File: src/rtl/mux_post_alu.sv
// Post-ALU datapath registers (PC, ALUOut, MDR) with a 2-entry register-file writeback queue.
// Define BRANCH_NE_EN to add the C_PCWriteCondNE input (branch when the ALU result is non-zero).
module mux_post_alu (
    input  logic        clk,
    input  logic        rst_n,
    input  logic [15:0] D_ALU_Result,
    input  logic        D_ALU_Zero,
    input  logic [15:0] D_MemData,
    input  logic [3:0]  D_WriteReg,
    input  logic        C_ALUOutWrite,
    input  logic        C_MDRWrite,
    input  logic        C_PCWrite,
    input  logic        C_PCWriteCond,
`ifdef BRANCH_NE_EN
    input  logic        C_PCWriteCondNE,
`endif
    input  logic [1:0]  C_PCSrc,
    input  logic [1:0]  C_MemToReg,
    input  logic        C_RegWrite,
    input  logic        RF_Ready,
    output logic [15:0] PC,
    output logic [15:0] ALUOut,
    output logic [15:0] MDR,
    output logic        RF_WE,
    output logic [3:0]  RF_WAddr,
    output logic [15:0] RF_WData,
    output logic        C_Stall
);

    logic [15:0] pc_q, pc_d;
    logic [15:0] aluOut_q, aluOut_d;
    logic [15:0] mdr_q, mdr_d;
    logic [3:0]  addrMem_q [2];
    logic [15:0] dataMem_q [2];
    logic        wrPtr_q, wrPtr_d;
    logic        rdPtr_q, rdPtr_d;
    logic [1:0]  count_q, count_d;

    logic        pcLoad;
    logic [15:0] pcNext;
    logic [15:0] wbData;
    logic        pushEn;
    logic        popEn;

    always_comb begin
        pcLoad = C_PCWrite || (C_PCWriteCond && D_ALU_Zero);
`ifdef BRANCH_NE_EN
        pcLoad = pcLoad || (C_PCWriteCondNE && !D_ALU_Zero);
`endif
        // Source 11 means "hold", so a load with that source is a no-op.
        case (C_PCSrc)
            2'b00:   pcNext = D_ALU_Result;
            2'b01:   pcNext = aluOut_q;
            2'b10:   pcNext = {pc_q[15:12], aluOut_q[11:0]};
            default: pcNext = pc_q;
        endcase
        pc_d     = pcLoad ? pcNext : pc_q;
        aluOut_d = C_ALUOutWrite ? D_ALU_Result : aluOut_q;
        mdr_d    = C_MDRWrite ? D_MemData : mdr_q;

        case (C_MemToReg)
            2'b00:   wbData = aluOut_q;
            2'b01:   wbData = mdr_q;
            2'b10:   wbData = pc_q;
            default: wbData = 16'h0000;
        endcase

        // A push into a full queue is only accepted when the head drains on the same edge.
        popEn   = (count_q != 2'd0) && RF_Ready;
        pushEn  = C_RegWrite && ((count_q != 2'd2) || popEn);
        wrPtr_d = pushEn ? ~wrPtr_q : wrPtr_q;
        rdPtr_d = popEn ? ~rdPtr_q : rdPtr_q;
        count_d = count_q;
        if (pushEn && !popEn) begin
            count_d = count_q + 2'd1;
        end else if (popEn && !pushEn) begin
            count_d = count_q - 2'd1;
        end
    end

    always_ff @(posedge clk or negedge rst_n) begin
        if (!rst_n) begin
            pc_q      <= 16'h0000;
            aluOut_q  <= 16'h0000;
            mdr_q     <= 16'h0000;
            wrPtr_q   <= 1'b0;
            rdPtr_q   <= 1'b0;
            count_q   <= 2'd0;
            for (int i = 0; i < 2; i++) begin
                addrMem_q[i] <= 4'h0;
                dataMem_q[i] <= 16'h0000;
            end
        end else begin
            pc_q     <= pc_d;
            aluOut_q <= aluOut_d;
            mdr_q    <= mdr_d;
            wrPtr_q  <= wrPtr_d;
            rdPtr_q  <= rdPtr_d;
            count_q  <= count_d;
            if (pushEn) begin
                addrMem_q[wrPtr_q] <= D_WriteReg;
                dataMem_q[wrPtr_q] <= wbData;
            end
        end
    end

    assign PC       = pc_q;
    assign ALUOut   = aluOut_q;
    assign MDR      = mdr_q;
    assign RF_WE    = (count_q != 2'd0);
    assign RF_WAddr = RF_WE ? addrMem_q[rdPtr_q] : 4'h0;
    assign RF_WData = RF_WE ? dataMem_q[rdPtr_q] : 16'h0000;
    assign C_Stall  = (count_q == 2'd2);

endmodule

File: config.mk
export PLATFORM = sky130hd
export DESIGN_NAME = mux_post_alu
export DESIGN_NICKNAME = d
export VERILOG_FILES = /design/src/rtl/mux_post_alu.sv
export SDC_FILE = /design/constraint.sdc
export NUM_CORES = 1
export LEC_CHECK = 0
export CAP_MARGIN = 30
export CORE_MARGIN = 2
export CORE_UTILIZATION = 44
export DETAILED_ROUTE_END_ITERATION = 10
export PLACE_DENSITY = 0.76
export SYNTH_ARGS = -nofsm -noshare
export SYNTH_HDL_FRONTEND = slang
export SYNTH_SLANG_ARGS = --single-unit
export TNS_END_PERCENT = 1
File: constraint.sdc
create_clock -name clk -period 1.65 [get_ports clk]
set_clock_uncertainty 0.05 [all_clocks]
set_input_delay 0.4125 -clock clk [delete_from_list [all_inputs] [get_ports clk]]
set_output_delay 0.4125 -clock clk [all_outputs]
set_load 0.02 [all_outputs]
# --- Yosys cells after proc, flatten, opt, wreduce, memory -nomap -nowiden ---
# Index checks and enable logic that the tools add are counted.
word_totals:
  regBits: 92
  input_bits: 49
  output_inout_bits: 70
  elab_cells: 63
op_classes:
  add_sub_neg: 2
  magnitude_cmp: 3
  eq_ne: 6
  n_mux: 18
  bitwise: 5
  n_reduce_logical: 18
ops:
  columns: ["cell", "n"]
  rows:
  - ["$pmux W16 S3", 2]
  - ["$mux W16", 5]
  - ["$bwmux W32", 1]
  - ["$mux W4", 5]
  - ["$demux W16 S1", 1]
  - ["$bwmux W8", 1]
  - ["$eq A2 B2 Y1 const B", 3]
  - ["$logic_and A1 B1 Y1", 6]
  - ["$reduce_bool A2 Y1", 3]
  - ["$demux W4 S1", 1]
  - ["$eq A2 B1 Y1 const B", 2]
  - ["$ge A2 B2 Y1 const B", 2]
  - ["$logic_not A2 Y1", 2]
  - ["$mux W2", 2]
  - ["$not A1 Y2", 2]
  - ["$not A1 Y1", 3]
  - ["$reduce_and A3 Y1", 1]
  - ["$reduce_bool A3 Y1", 1]
  - ["$add A2 B1 Y2 const B", 1]
  - ["$logic_not A1 Y1", 2]
  - ["$logic_or A1 B1 Y1", 2]
  - ["$lt A2 B1 Y1 const B", 1]
  - ["$ne A2 B2 Y1 const B", 1]
  - ["$reduce_and A2 Y1", 1]
  - ["$sub A2 B1 Y2 const B", 1]

# --- Depth between registers and ports, before layout ---
depth:
  depth_word: 8
  mapped_depth: 7
  mapped_depth_nobuf: 6

# --- Worst setup path before layout ---
# No wires, ideal clock.
synth_timing:
  path_type: "input-to-reg"
  startpoint: "input C_PCSrc[0]"
  endpoint: "register pc_q[10] (netlist: PC[10])"
  setup_ns: 0.125
  arrival_ns: 1.568
  slack_ns: -0.092
  cell_stages: 7
  cell_sequence: "inv_1 > ha_1 > buf_2 > o21a_1 > buf_2 > a22o_1 > mux2_2"
synth_between:
  elab_chain_len: 3
  word_cells_on_any_way: 6
  cone_classes: "2 x eq/ne; 1 x mux; 3 x reduce/logical"
synth_lines:
  columns: ["element", "line_no", "source"]
  rows:
  - ["start, declared", "17", "input logic [1:0] C_PCSrc,"]
  - ["$eq A2 B2 Y1, or another cell as far along", "51", "case (C_PCSrc)"]
  - ["$reduce_bool A3 Y1 (no line)", null, null]
  - ["$reduce_and A2 Y1 (no line)", null, null]
  - ["end signal, assigned", "94", "pc_q <= pc_d;"]
  - ["end, declared", "30", "logic [15:0] pc_q, pc_d;"]
# Parallel ways exist; a longest one is shown, timed or not.
# A chain may end at the register's enable or synchronous reset.

# --- Worst setup path after layout ---
layout_timing:
  startpoint: "register rdPtr_q"
  endpoint: "output RF_WData[15]"
layout_between:
  elab_chain_len: 5
layout_lines:
  columns: ["element", "line_no", "source"]
  rows:
  - ["start, declared", "36", "logic rdPtr_q, rdPtr_d;"]
  - ["start signal, assigned", "98", "rdPtr_q <= rdPtr_d;"]
  - ["$not A1 Y2 (implied by the code)", "112", "assign RF_WData = RF_WE ? dataMem_q[rdPtr_q] : 16'h0000;"]
  - ["$mux W16 (implied by the code) (3 in series)", "112", null]
  - ["$mux W16", "112", null]
  - ["end, declared", "26", "output logic [15:0] RF_WData,"]
# Every way passes these cells. The select of a mux whose other input is x is not followed.

==> results.cfg <==
[clock_tree]
worstSkewPairLatency_ns = 0.36
max-clock-path-buffers = 2
cts_tree = done
cts_root_buf = clkbuf_8
cts_buffers = 9
cts_sinks = 92
path_clk_slew_ns = 0.09
h-tree-depth = 3

[critical_path]
critical-path-top-delay-family = flip-flops
critPathMaxStageDelay_ns = 0.49
crit_fanout = 5
path_buf_inv = 3
crit_required_ns = 1.19
critical_path_class = flip-flop to output pin
cp_cell_sequence = buf_12, buf_16, mux2i_1, nor2_1, buf_2
cp-end-kind = output pin
cpMaxStageDelayCell = dfrtp_2
cp-start-kind = flip-flop
r2r_slack_ns = -0.13
arrival_ns = 1.50

[global_routing]
antenna_found_initial = 0
grt_max_degree = 31
grt_pass1_wl_mm = 17.7
grt_pass1_vias = 3291
overflow = 0
grt_util_all_layers = 0.204

[die]
io_pins = 119
core_area_mm2 = 0.0102
die_w_um = 106
die_h_um = 106
die_area_mm2 = 0.0113
initial_core_util = 0.449
rows = 37

[sta]
slew_violations = 0
setup_slack_ns = -0.316
fin_crit_ns = 1.97
worst_slew_pin_slew_ns = 0.431
period_share = 1.19
slew_headroom = 0.712
setup_viol = 62
fmax_ghz = 0.509
hold_viol = 0
rsz0062_at_grt = yes

[yosys]
synth.net_count = 382
syn_inst = 328
avgSynthCellArea_um2 = 14.0
synth_seq_cells = 92
yosys_warnings = 0
yosysUniqueCellTypes = 27
ys_seq_area_frac = 0.501
syn-cell-area_mm2 = 0.00460

[routing]
vias_per_cell = 5.13
antenna_left = 0
drt-wirelength-per-cell_um = 18.3
drt_wl_total_mm = 11.1
drtIter0Drc = 93
drtPass1Iterations = 4
vias = 3111
drc_errors = 0

[placement]
io_buffers = 118
place_congestion = 0.808
hpwlAfterDp_mm = 8.04
dp_cells = 587

[power]
leakage_nw = 3.01
ir_worst_vdd_mv = 0.834
power.density_mw_per_mm2 = 1500

[cells_and_area]
num_antenna_cells = 0
fin_nets = 520
area_growth_pct = 37.6
final.fill_count = 811
fin_cells = 607
drive_gt1_frac = 0.374
final_core_util = 0.618

[worst_hold_path]
hold_path.class = flip-flop to flip-flop

[flow_run]
drv_cap = 0

[run_status]
status = complete, but fails checks
violations = negative setup slack
per-stage QoR:
stage                     hold WS (ns)  TNS [ns]  instance area (µm²)  power, mW  setup WS (ns)
after global routing             0.482    -10.39                 6320       10.0         -0.373
after detailed placement         0.332    -28.92                 6100       8.05         -0.632
final                            0.465     -6.75                 6320       9.51         -0.316
after floorplan                 0.0669         0                 4620       6.16        0.00236
after CTS                        0.470     -6.35                 6280       9.45         -0.313
after global placement           0.322    -27.25                 6100       7.94         -0.574
routing by layer:
metal	global-route usage	share of wire	vias up	wire length, µm
li1	-	-	1443	-
met1	0.274	0.45	1586	5040
met2	0.339	0.50	70	5520
met3	0.0331	0.034	12	383
met4	0.0620	0.014	0	160
met5	0	0	-	0
worst paths after layout:
path	endpoint	depth (start not counted)	start
hold reg to reg	dataMem_q[4]	1	dataMem_q[4]
max in group asynchronous	rdPtr_q	3	rst_n
setup reg to reg	count_q[1]	7	count_q[0]
min in group asynchronous	dataMem_q[24]	2	rst_n
setup / recovery	RF_WData[15]	5	rdPtr_q
hold / removal	dataMem_q[4]	1	dataMem_q[4]
where the power goes:
| group | total (mW) | internal [mW] | switching, mW |
|---|---|---|---|
| sequential | 3.47 | 2.93 | 0.540 |
| combinational | 4.69 | 2.59 | 2.10 |
| clock | 1.36 | 0.585 | 0.776 |
| total | 9.51 | 6.10 | 3.41 |
cell type report:
class                   instances  area [µm²]  share of cell area
clock inverters                 4        25.0             0.00396
multi-input cells             204        2170               0.343
clock buffers                  12         145              0.0230
repair buffers                150        1480               0.233
flip-flops and latches         92        2300               0.364
inverters                       9        33.8             0.00534
well taps                     136         170              0.0269
sequential cells by signal, indices dropped and copies added, names as in the netlist:
register,cells
addrMem_q,8
PC,16
count_q,2
rdPtr_q,1
dataMem_q,32
MDR,16
wrPtr_q,1
ALUOut,16
cells by family after synthesis:
family	after synthesis	share of synthesized area
mux	124	0.327
flops	92	0.501
compound gates	35	0.0643
simple gates	35	0.0417
buf+inv	32	0.0433
xor+xnor	5	0.00953
fa+ha+maj	5	0.0136
layout by cell type (no fill, tap or decap), drive strengths merged, types with 2 or more instances in the layout:
| master | synthesis | routed |
|---|---|---|
| o21ai | 5 | 5 |
| ha | 5 | 5 |
| clkinvlp | 0 | 2 |
| dfrtp | 92 | 92 |
| dlygate4sd2 | 0 | 50 |
| mux2 | 88 | 88 |
| nand3 | 4 | 4 |
| xor2 | 3 | 3 |
| clkdlybuf4s50 | 0 | 45 |
| a22o | 12 | 12 |
| nor3b | 2 | 2 |
| clkinv | 0 | 2 |
| inv | 9 | 9 |
| mux2i | 36 | 36 |
| clkbuf | 3 | 13 |
| o2bb2ai | 16 | 16 |
| nor2 | 24 | 24 |
| buf | 20 | 52 |
| xnor2 | 2 | 2 |
synthesized netlist by cell type:
cell type | number | share of area
inv_1 | 9 | 0.0074
o21ai_0 | 5 | 0.0054
nand3_1 | 4 | 0.0044
xnor2_1 | 2 | 0.0038
nand3b_4 | 1 | 0.0044
nor3b_2 | 2 | 0.0054
a21oi_1 | 1 | 0.0011
nor3_1 | 1 | 0.0011
o21a_1 | 1 | 0.0016
buf_8 | 2 | 0.0065
mux2i_1 | 36 | 0.078
nor2_1 | 24 | 0.020
buf_2 | 12 | 0.013
or2b_2 | 1 | 0.0019
buf_6 | 5 | 0.012
clkbuf_1 | 3 | 0.0025
xor2_1 | 3 | 0.0057
o2bb2ai_2 | 2 | 0.0065
o2bb2ai_1 | 14 | 0.027
mux2_2 | 48 | 0.12
buf_4 | 1 | 0.0016
a22o_1 | 12 | 0.023
ha_1 | 5 | 0.014
and2b_2 | 1 | 0.0019
nor2b_4 | 1 | 0.0030
mux2_4 | 40 | 0.13
dfrtp_1 | 92 | 0.50
worst register-to-register path: cells and delay by family (launching register included):
family                     cells  cell delay (ns)
buffers and inverters          1             0.15
DFF                            1             0.44
adders and majority gates      1             0.16
and+or+nand+nor                3             0.64
xor gates and xnor gates       2             0.28
repair_timing:
action | CTS | global route
gates cloned | 2 | 0
hold buffers | 1 | 0
buffers inserted | 0 | 1
pin swaps | 1 | 2
endpoints found under the hold margin | 27 | 0
endpoints found under the setup margin | 123 | 65
resized for setup | 166 | 14
Power figures use the tool's default switching activity.
